### src/rtl/rvfi_pkg.sv
// rtl/rvfi_pkg.sv - RVFI commit record as presented by the core on each commit port
package rvfi_pkg;

   typedef struct packed {
      logic        valid;
      logic [63:0] order;
      logic [31:0] insn;
      logic        trap;
      logic [31:0] pc_rdata;
      logic [4:0]  rd_addr;
      logic [31:0] rd_wdata;
   } rvfi_instr_t;

endpackage

### src/rtl/rvfi_trace_pkg.sv
// rtl/rvfi_trace_pkg.sv - trace entry type, serializer FSM states and end-of-test constant
package rvfi_trace_pkg;
   import rvfi_pkg::*;

   // Wide enough for up to 16 commit ports; the top slices it to its own port width.
   localparam int unsigned TRACE_PORT_W = 4;
   localparam logic [31:0] ECALL_INSN   = 32'h00000073;

   typedef struct packed {
      rvfi_instr_t              rvfi;
      logic [TRACE_PORT_W-1:0]  port;
      logic [63:0]              seq;
   } trace_entry_t;

   typedef enum logic [1:0] {
      ST_RUN,
      ST_DRAIN,
      ST_DONE,
      ST_TIMEOUT
   } ser_state_e;

   function automatic logic is_end_of_test(input rvfi_instr_t r);
      return r.valid && (r.insn == ECALL_INSN);
   endfunction

endpackage

### src/rtl/rvfi_mw_fifo.sv
// rtl/rvfi_mw_fifo.sv - multi-write, single-read FIFO of trace entries
// Ports:
//   i_clk, i_rst   clock, asynchronous active-high reset
//   i_wr_cnt       number of entries to push this cycle (taken from i_wr_data[0..cnt-1])
//   i_wr_data      compacted push entries, slot 0 is written first
//   i_rd_en        pop head (ignored when empty)
//   o_rd_data      head entry (contents undefined when empty)
//   o_empty        FIFO holds no entries
//   o_count        occupancy
// The caller guarantees i_wr_cnt never exceeds the free space at cycle start.
module rvfi_mw_fifo
   import rvfi_trace_pkg::*;
#(
   parameter int unsigned NR_WR = 2,
   parameter int unsigned DEPTH = 8,
   localparam int unsigned AW   = $clog2(DEPTH),
   localparam int unsigned CW   = $clog2(NR_WR + 1)
) (
   input  logic                     i_clk,
   input  logic                     i_rst,
   input  logic [CW-1:0]            i_wr_cnt,
   input  trace_entry_t [NR_WR-1:0] i_wr_data,
   input  logic                     i_rd_en,
   output trace_entry_t             o_rd_data,
   output logic                     o_empty,
   output logic [AW:0]              o_count
);

   trace_entry_t  r_mem [DEPTH];
   logic [AW-1:0] r_wr_ptr;
   logic [AW-1:0] r_rd_ptr;
   logic [AW:0]   r_count;
   logic          w_rd;

   assign w_rd = i_rd_en && (r_count != '0);

   always_ff @(posedge i_clk or posedge i_rst) begin
      if (i_rst) begin
         r_wr_ptr <= '0;
         r_rd_ptr <= '0;
         r_count  <= '0;
      end else begin
         r_wr_ptr <= r_wr_ptr + AW'(i_wr_cnt);
         if (w_rd) begin
            r_rd_ptr <= r_rd_ptr + AW'(1);
         end
         r_count <= r_count + (AW+1)'(i_wr_cnt) - (AW+1)'(w_rd);
      end
   end

   // Storage needs no reset: nothing is visible until it has been written.
   always_ff @(posedge i_clk) begin
      for (int k = 0; k < NR_WR; k++) begin
         if (CW'(k) < i_wr_cnt) begin
            r_mem[r_wr_ptr + AW'(k)] <= i_wr_data[k];
         end
      end
   end

   assign o_rd_data = r_mem[r_rd_ptr];
   assign o_empty   = (r_count == '0);
   assign o_count   = r_count;

endmodule

### src/rtl/rvfi_commit_serializer.sv
// rtl/rvfi_commit_serializer.sv - serializes multi-port RVFI commits into one ordered trace stream
// Ports:
//   clk_i, rst_i     clock, asynchronous active-high reset
//   rvfi_i           commit ports sampled every cycle
//   trace_valid_o    head entry available; trace_ready_i pops it
//   trace_o          head payload, trace_port_o its source port, trace_seq_o its sequence number
//   stall_o          fewer than NR_COMMIT_PORTS free entries at cycle start
//   overflow_o       sticky, an entry was dropped for lack of space
//   done_o           sticky, end-of-test ecall enqueued and drained
//   timeout_o        sticky, watchdog expired
module rvfi_commit_serializer
   import rvfi_pkg::*;
   import rvfi_trace_pkg::*;
#(
   parameter int unsigned NR_COMMIT_PORTS = 2,
   parameter int unsigned FIFO_DEPTH      = 8,
   parameter int unsigned TIMEOUT_CYCLES  = 2000000,
   localparam int unsigned PW = (NR_COMMIT_PORTS > 1) ? $clog2(NR_COMMIT_PORTS) : 1
) (
   input  logic                              clk_i,
   input  logic                              rst_i,
   input  rvfi_instr_t [NR_COMMIT_PORTS-1:0] rvfi_i,
   output logic                              trace_valid_o,
   input  logic                              trace_ready_i,
   output rvfi_instr_t                       trace_o,
   output logic [PW-1:0]                     trace_port_o,
   output logic [63:0]                       trace_seq_o,
   output logic                              stall_o,
   output logic                              overflow_o,
   output logic                              done_o,
   output logic                              timeout_o
);

   localparam int unsigned AW = $clog2(FIFO_DEPTH);
   localparam int unsigned CW = $clog2(NR_COMMIT_PORTS + 1);

   ser_state_e   r_state;
   logic         r_done;
   logic         r_timeout;
   logic         r_overflow;
   logic [63:0]  r_seq;
   logic [31:0]  r_cycles;

   trace_entry_t [NR_COMMIT_PORTS-1:0] w_wr_data;
   logic [CW-1:0] w_wr_cnt;
   logic          w_drop;
   logic          w_ecall;
   logic          w_timeout;
   logic          w_empty;
   logic          w_pop;
   logic [AW:0]   w_count;
   logic [AW:0]   w_free;
   trace_entry_t  w_head;
   trace_entry_t  w_head_m;
   logic [TRACE_PORT_W-1:0] w_unused_port_bits;

   // Free space is judged on cycle-start occupancy only, so a pop in the
   // same cycle never makes room for pushes.
   assign w_free    = (AW+1)'(FIFO_DEPTH) - w_count;
   assign w_pop     = !w_empty && trace_ready_i;
   assign w_timeout = (r_cycles > TIMEOUT_CYCLES);

   // Compact qualifying ports into FIFO slots in ascending port order. An
   // enqueued ecall stops the scan: later ports are discarded silently, not
   // counted as overflow.
   always_comb begin
      int   n;
      logic stop;
      n       = 0;
      stop    = 1'b0;
      w_drop  = 1'b0;
      w_ecall = 1'b0;
      for (int k = 0; k < NR_COMMIT_PORTS; k++) begin
         w_wr_data[k] = '0;
      end
      if (r_state == ST_RUN) begin
         for (int i = 0; i < NR_COMMIT_PORTS; i++) begin
            if (!stop && (rvfi_i[i].valid || rvfi_i[i].trap)) begin
               if (n < int'(w_free)) begin
                  for (int k = 0; k < NR_COMMIT_PORTS; k++) begin
                     if (k == n) begin
                        w_wr_data[k].rvfi = rvfi_i[i];
                        w_wr_data[k].port = TRACE_PORT_W'(i);
                        w_wr_data[k].seq  = r_seq + 64'(k);
                     end
                  end
                  if (is_end_of_test(rvfi_i[i])) begin
                     w_ecall = 1'b1;
                     stop    = 1'b1;
                  end
                  n = n + 1;
               end else begin
                  w_drop = 1'b1;
               end
            end
         end
      end
      w_wr_cnt = CW'(n);
   end

   rvfi_mw_fifo #(
      .NR_WR (NR_COMMIT_PORTS),
      .DEPTH (FIFO_DEPTH)
   ) u_fifo (
      .i_clk     (clk_i),
      .i_rst     (rst_i),
      .i_wr_cnt  (w_wr_cnt),
      .i_wr_data (w_wr_data),
      .i_rd_en   (w_pop),
      .o_rd_data (w_head),
      .o_empty   (w_empty),
      .o_count   (w_count)
   );

   // Timeout takes priority over both the ecall transition and drain completion.
   always_ff @(posedge clk_i or posedge rst_i) begin
      if (rst_i) begin
         r_state    <= ST_RUN;
         r_done     <= 1'b0;
         r_timeout  <= 1'b0;
         r_overflow <= 1'b0;
         r_seq      <= '0;
         r_cycles   <= '0;
      end else begin
         if (r_cycles != '1) begin
            r_cycles <= r_cycles + 32'd1;
         end
         r_seq <= r_seq + 64'(w_wr_cnt);
         if (w_drop) begin
            r_overflow <= 1'b1;
         end
         case (r_state)
            ST_RUN: begin
               if (w_timeout) begin
                  r_state   <= ST_TIMEOUT;
                  r_timeout <= 1'b1;
               end else if (w_ecall) begin
                  r_state <= ST_DRAIN;
               end
            end
            ST_DRAIN: begin
               if (w_timeout) begin
                  r_state   <= ST_TIMEOUT;
                  r_timeout <= 1'b1;
               end else if (w_empty) begin
                  r_state <= ST_DONE;
                  r_done  <= 1'b1;
               end
            end
            default: begin
            end
         endcase
      end
   end

   // Head is forced to zero when empty so stale storage never leaks out.
   assign w_head_m           = w_empty ? '0 : w_head;
   assign w_unused_port_bits = w_head_m.port;

   assign trace_valid_o = !w_empty;
   assign trace_o       = w_head_m.rvfi;
   assign trace_port_o  = w_head_m.port[PW-1:0];
   assign trace_seq_o   = w_head_m.seq;
   assign stall_o       = (w_free < (AW+1)'(NR_COMMIT_PORTS));
   assign overflow_o    = r_overflow;
   assign done_o        = r_done;
   assign timeout_o     = r_timeout;

endmodule

### config.mk
export PLATFORM = sky130hd
export DESIGN_NAME = rvfi_commit_serializer
export DESIGN_NICKNAME = d
export VERILOG_FILES = /design/src/rtl/rvfi_pkg.sv /design/src/rtl/rvfi_trace_pkg.sv /design/src/rtl/rvfi_mw_fifo.sv /design/src/rtl/rvfi_commit_serializer.sv
export SDC_FILE = /design/constraint.sdc
export NUM_CORES = 2
export LEC_CHECK = 0
export CAP_MARGIN = 5
export CORE_MARGIN = 2
export CORE_UTILIZATION = 66
export CTS_BUF_LIST = sky130_fd_sc_hd__clkbuf_8
export CTS_CLUSTER_SIZE = 28
export DETAILED_ROUTE_END_ITERATION = 8
export GPL_TIMING_DRIVEN = 0
export PLACE_DENSITY_LB_ADDON = 0.1
export SYNTH_ARGS = -nofsm -noshare
export SYNTH_HDL_FRONTEND = slang
export SYNTH_SLANG_ARGS = --single-unit
### constraint.sdc
create_clock -name clk_i -period 38.2 [get_ports clk_i]
set_input_delay 9.55 -clock clk_i [delete_from_list [all_inputs] [get_ports clk_i]]
set_output_delay 9.55 -clock clk_i [all_outputs]
set_load 0.01 [all_outputs]
* After elaboration in Yosys (flattened, before gate mapping)
Memory sizes are Yosys's and may differ from the RTL's. Cells that the tools add are included.
Storage, ports and cells: logic and storage cells 88, output and inout bits 237, memory bits (writable) 1880, register bits 111, memories 1
Memories:
- u_fifo.r_mem | depth 8, bits a word 235, rd ports 1, clocked after memory_dff 0, wr ports 2, line rvfi_mw_fifo.sv:29 | trace_entry_t r_mem [DEPTH];
Operators by class: multiplexer cells 36, magnitude comparators 6, equality and inequality tests 7, reductions and logical operators 18, $add $sub $neg 10, bitwise operators 1
Operators with widths (count):
- $mux 470 | 3
- $mux 235 | 5
- $add 64x1->64 const B | 1
- $add 64x2->64 | 1
- $eq 32x7->1 const B | 2
- $add 32x1->32 const B | 1
- $eq 2x32->1 const A | 1
- $gt 32x21->1 const B | 1
- $logic_not 32->1 | 1
- $lt 32x5->1 | 1
- $mux 32 | 1
- $ne 32x32->1 const B | 1
- $mux 1 | 19
- $mux 2 | 7
- $add 3x1->3 const B | 2
- $ne 3x3->1 const B | 2
- $reduce_and 3->1 | 2
- $logic_and 1x1->1 | 5
- $add 4x2->4 | 1
- $logic_not 4->1 | 1
- $lt 1x2->1 const A | 2
- $lt 1x4->1 const A | 1
- $lt 4x2->1 const B | 1
- $pmux 2 s2 | 1
- other kinds (13) | 15

* Depth between registers and ports, before layout
depth in word-level cells 13, mapped depth 18

* Hierarchy
A second synthesis with hierarchy kept.
Second synthesis, totals: cell total of the unflattened synthesis 6408, area, all modules 104971.9 um2
By module, submodules not included:
- rvfi_mw_fifo | seq. area each 56704.4 um2, cells an instance 4879, area an instance 93382.1 um2, instances 1
- rvfi_commit_serializer | seq. area each 2527.4 um2, cells an instance 1529, area an instance 11589.9 um2, instances 1

* Worst setup path before layout
OpenSTA, ideal clock, no wires.
kind in2reg, from input rvfi_i[72] in the netlist's numbering, to memory u_fifo.r_mem[0][0] in the netlist's numbering (enable), setup time 1161 ps, buffers on the path 2, data arrival time 27801 ps, cell stages on the path 8, slack 9238 ps, required time 37039 ps, cell sequence nor4bb_1 and4_1 clkbuf_1 o2111a_1 buf_2 o21ai_0 a21o_1 o31ai_1
RTL lines:
- from (decl) | line rvfi_commit_serializer.sv:22 | input rvfi_instr_t [NR_COMMIT_PORTS-1:0] rvfi_i,
- to (decl) | line rvfi_mw_fifo.sv:29

* Worst setup path after layout
from input rvfi_i[72] in the netlist's numbering, to register r_seq[56]
Between the ends: longest elaborated chain between the ends 11
RTL lines:
- $eq 32x7->1 | line rvfi_trace_pkg.sv:23 | return r.valid && (r.insn == ECALL_INSN);
- $logic_and 1x1->1 | line rvfi_trace_pkg.sv:23
- $mux 1 | line rvfi_commit_serializer.sv:87 | if (is_end_of_test(rvfi_i[i])) begin
- $mux 1 | line rvfi_commit_serializer.sv:79 | if (n < int'(w_free)) begin
- $mux 1 | line rvfi_commit_serializer.sv:78 | if (!stop && (rvfi_i[i].valid || rvfi_i[i].trap)) begin
- $mux 1 | line rvfi_commit_serializer.sv:76 | if (r_state == ST_RUN) begin
- $logic_not 1->1 | line rvfi_commit_serializer.sv:78
- $logic_and 1x1->1 | line rvfi_commit_serializer.sv:78
- $mux 2 | line rvfi_commit_serializer.sv:78
- $mux 2 | line rvfi_commit_serializer.sv:76
- $add 64x2->64 | line rvfi_commit_serializer.sv:128 | r_seq <= r_seq + 64'(w_wr_cnt);
- to (signal assigned) | line rvfi_commit_serializer.sv:128
- to (decl) | line rvfi_commit_serializer.sv:41 | logic [63:0] r_seq;
Every way passes these cells. The select of a mux whose other input is x is not followed. A chain may end at the register's enable or synchronous reset.

==> impl_metrics.csv <==
group,metric,value,unit
finish,nFillCells,9240,
yosys,ys_warn_count,0,
yosys,ys.flop_type,"edfxtp_1",
routing,dr.pass1.iters,9,
min_path,min_path_type,"flop to flop",
routing,wl_per_cell,37.6,um
sta,final.setup.tns,0,ns
sta,setup_viol,0,
clocking,cts_made_buffers,338,
yosys,synthCells,7230,
global_routing,antenna_found_initial,76,
yosys,synth_nets,7588,
global_routing,grt_max_degree,80,
floorplan,std_cell_rows,142,
setup_path,cp-start-kind,"input port",
yosys,syn-cell-area,100000,um^2
global_routing,grt_pass1_vias,77700,
global_routing,grt_overflow_total,0,
yosys,postSynth.asyncResetShare,0.0564,
placement,io_buffers,407,
power,finalPower,0.0114,W
setup_path,path_class,"input port to flop",
floorplan,num_io_pins,574,
routing,drtAntennaViolNets,0,
setup_path,cp.required,39.15,ns
setup_path,critPathCaptureType,"flop",
outcome,failed_checks,"max-capacitance violations, max-slew violations",
sta,tightestPinTransition,1.56,ns
routing,viasPerCell,7.74,
finish,area_delta_synth_final,15.6,%
yosys,synth.avg_cell_area,13.9,um^2
power,power_density,98.7,nW/um^2
clocking,htreeDepth,5,
power,irDropWorstVdd,0.0000665,V
routing,drt_wl_total,392000,um
power,p_leak,38.7,nW
sta,period_needed,15.82,ns
finish,fin_nets,8465,
job,cap_violations,7,
clocking,clock_path_buffers,4,
yosys,post-synth-top-area-fraction,0.556,
sta,report.final.slew_viol_count,65,
clocking,cts_tree,"built",
setup_path,worstPathArrival,16.77,ns
sta,slew_headroom,-0.0377,
clocking,cts.clk_slew.worst_paths,0.05,ns
setup_path,path_max_fanout,10,
sta,clock_skew,0.0796,ns
sta,rsz0062_at_grt,"false",
placement,place_congestion,1.05,
clocking,clkLatencyLatePin,1.09,ns
floorplan,start_util,0.666,
global_routing,groute.usage.overall,0.495,
clocking,cts_setup_buffers,0,
finish,drive_above_1_share,0.166,
sta,fin_crit_sh,0.414,
yosys,yosysTopAreaCell,"edfxtp_1",
routing,drcViolationCount,0,
yosys,synth_edf_count,1856,
routing,vias,80600,
placement,dpl.hpwl,267000,um
floorplan,die_area,155000,um^2
outcome,outcome,"complete, but fails checks",
yosys,yosysUniqueCellTypes,75,
clocking,cts_hold_buf,0,
sta,fmax,0.0632,GHz
yosys,ys_seq_elements,1967,
floorplan,die_height,394,um
yosys,ys_seq_area_frac,0.584,
floorplan,die_w,394,um
clocking,cts.sinks,1967,
floorplan,coreArea,150000,um^2
global_routing,grt_first_pass_wirelength,549000,um
yosys,synth_area_leaders,"edfxtp_1 (56%), o2bb2ai_1 (12%), mux4_2 (10%)",
clocking,ctsResizeCount,0,
routing,drtIter0Drc,15000,
clocking,cts_root_buf,"clkbuf_8",
sta,finalHoldViolations,0,
## path summary, 6_finish.rpt
| kind | start | endpoint | slack [ns] | depth (start not counted) |
|---|---|---|---|---|
| worst max register to register | u_fifo.o_count[0] | r_seq[56] | 30.88 | 18 |
| worst max-delay path | rvfi_i[72] | r_seq[56] | 22.38 | 18 |
| worst min-delay path | overflow_o | overflow_o | 0.48 | 2 |
| worst min register to register | overflow_o | overflow_o | 0.48 | 2 |
| max in group asynchronous | rst_i | r_seq[48] | 28.44 | 3 |
| min in group asynchronous | rst_i | r_cycles[8] | 8.84 | 2 |
## report_power, final
group / switching (W) / internal (W)
logic: 0.00365 / 0.00221
registers: 0.000211 / 0.00356
clock network: 0.000897 / 0.000906
## state kept, by name, summed over array words and instances (netlist names)
signal and cells:
done_o 1, overflow_o 1, r_cycles 32, r_seq 64
r_state 2, timeout_o 1, u_fifo.o_count 4, u_fifo.r_mem 1856
u_fifo.r_rd_ptr 3, u_fifo.r_wr_ptr 3
## stage by stage
step                      setup slack [ns]  hold slack (ns)   util  instance area (um^2)  cells
after global placement              -10.73            0.461  0.710                107000   9653
final                                22.38            0.485  0.770                116000  10400
after global routing                 22.27            0.507  0.770                116000  10400
after detailed placement             21.64            0.469  0.729                110000   9777
after CTS                            22.67            0.478  0.769                116000  10400
after floorplan                       9.24            0.459      -                100000   7230
## Yosys cell counts (all sizes together), types with 9 or more instances
cell / n
edfxtp: 1856
o2bb2ai: 1327
buf: 542
mux4: 464
nor2: 449
clkbuf: 369
nand2: 352
nand3: 274
mux2i: 247
o21ai: 187
dfrtp: 111
nor3: 99
a221o: 82
o22ai: 76
nand4: 70
xnor2: 69
a21oi: 65
a31o: 61
nor4: 55
a22oi: 50
xor2: 43
o221ai: 42
and3: 38
inv: 38
a211o: 33
or3: 30
a22o: 25
ha: 18
a21o: 17
nand2b: 14
o211ai: 14
o31ai: 12
and2: 11
or2: 10
or4: 9
## final cells by class
cell class / instances / area (um^2) / share of cell area
sequential: 1967 / 58500 / 0.505
multi-input combinational: 4310 / 37800 / 0.327
timing repair buffer: 537 / 6860 / 0.0593
clock buffer: 355 / 4890 / 0.0422
buffer: 911 / 3790 / 0.0328
tap: 2016 / 2520 / 0.0218
clock inverter: 222 / 1080 / 0.00934
inverter: 42 / 163 / 0.00140
antenna: 62 / 155 / 0.00134
## layout by cell type (no fill, tap or decap), types with 43 or more instances in the layout
| cell type | count |
|---|---|
| a21oi_1 | 65 |
| a221o_1 | 82 |
| a22oi_1 | 50 |
| a31o_2 | 61 |
| buf_1 | 305 |
| buf_12 | 49 |
| buf_16 | 48 |
| buf_2 | 214 |
| clkbuf_1 | 352 |
| clkbuf_8 | 355 |
| clkdlybuf4s50_1 | 407 |
| clkinv_1 | 79 |
| dfrtp_1 | 111 |
| diode_2 | 62 |
| edfxtp_1 | 1856 |
| inv_1 | 150 |
| mux2i_1 | 247 |
| mux4_2 | 464 |
| nand2_1 | 351 |
| nand3_1 | 267 |
| nand4_1 | 70 |
| nor2_1 | 437 |
| nor3_1 | 85 |
| o21ai_0 | 145 |
| o22ai_1 | 76 |
| o2bb2ai_1 | 1327 |
| xnor2_1 | 69 |
| xor2_1 | 43 |
## metal layers
layer	wire [um]	up-vias	global-route usage
met1	122000	38900	0.610
met3	63900	1949	0.188
met5	436	-	0
met2	170000	8367	0.723
li1	-	31300	-
met4	34700	58	0.353
## worst max-delay path, cell delays in order
cell and delay (ns):
clkdlybuf4s50_1 0.48, nor4bb_1 1.08, and4_1 0.49, clkbuf_1 0.23
o2111a_1 0.34, buf_2 0.50, o21ai_0 0.27, o21ai_0 0.35
ha_1 0.29, inv_1 0.07, fa_1 0.52, nand4b_1 0.34
or4_1 0.46, clkbuf_1 0.32, nor3_2 0.57, nand2_1 0.36
nor4_1 0.38, xor2_1 0.17
## logic make-up after synthesis
group | synth area share
and+or+nand+nor | 0.0684
muxes | 0.129
adders and majority gates | 0.00285
AOI/OAI and AO/OA | 0.166
DFF | 0.584
xor gates and xnor gates | 0.00979
buffers and inverters | 0.0393
No activity file was read; power rests on OpenSTA's default activity.
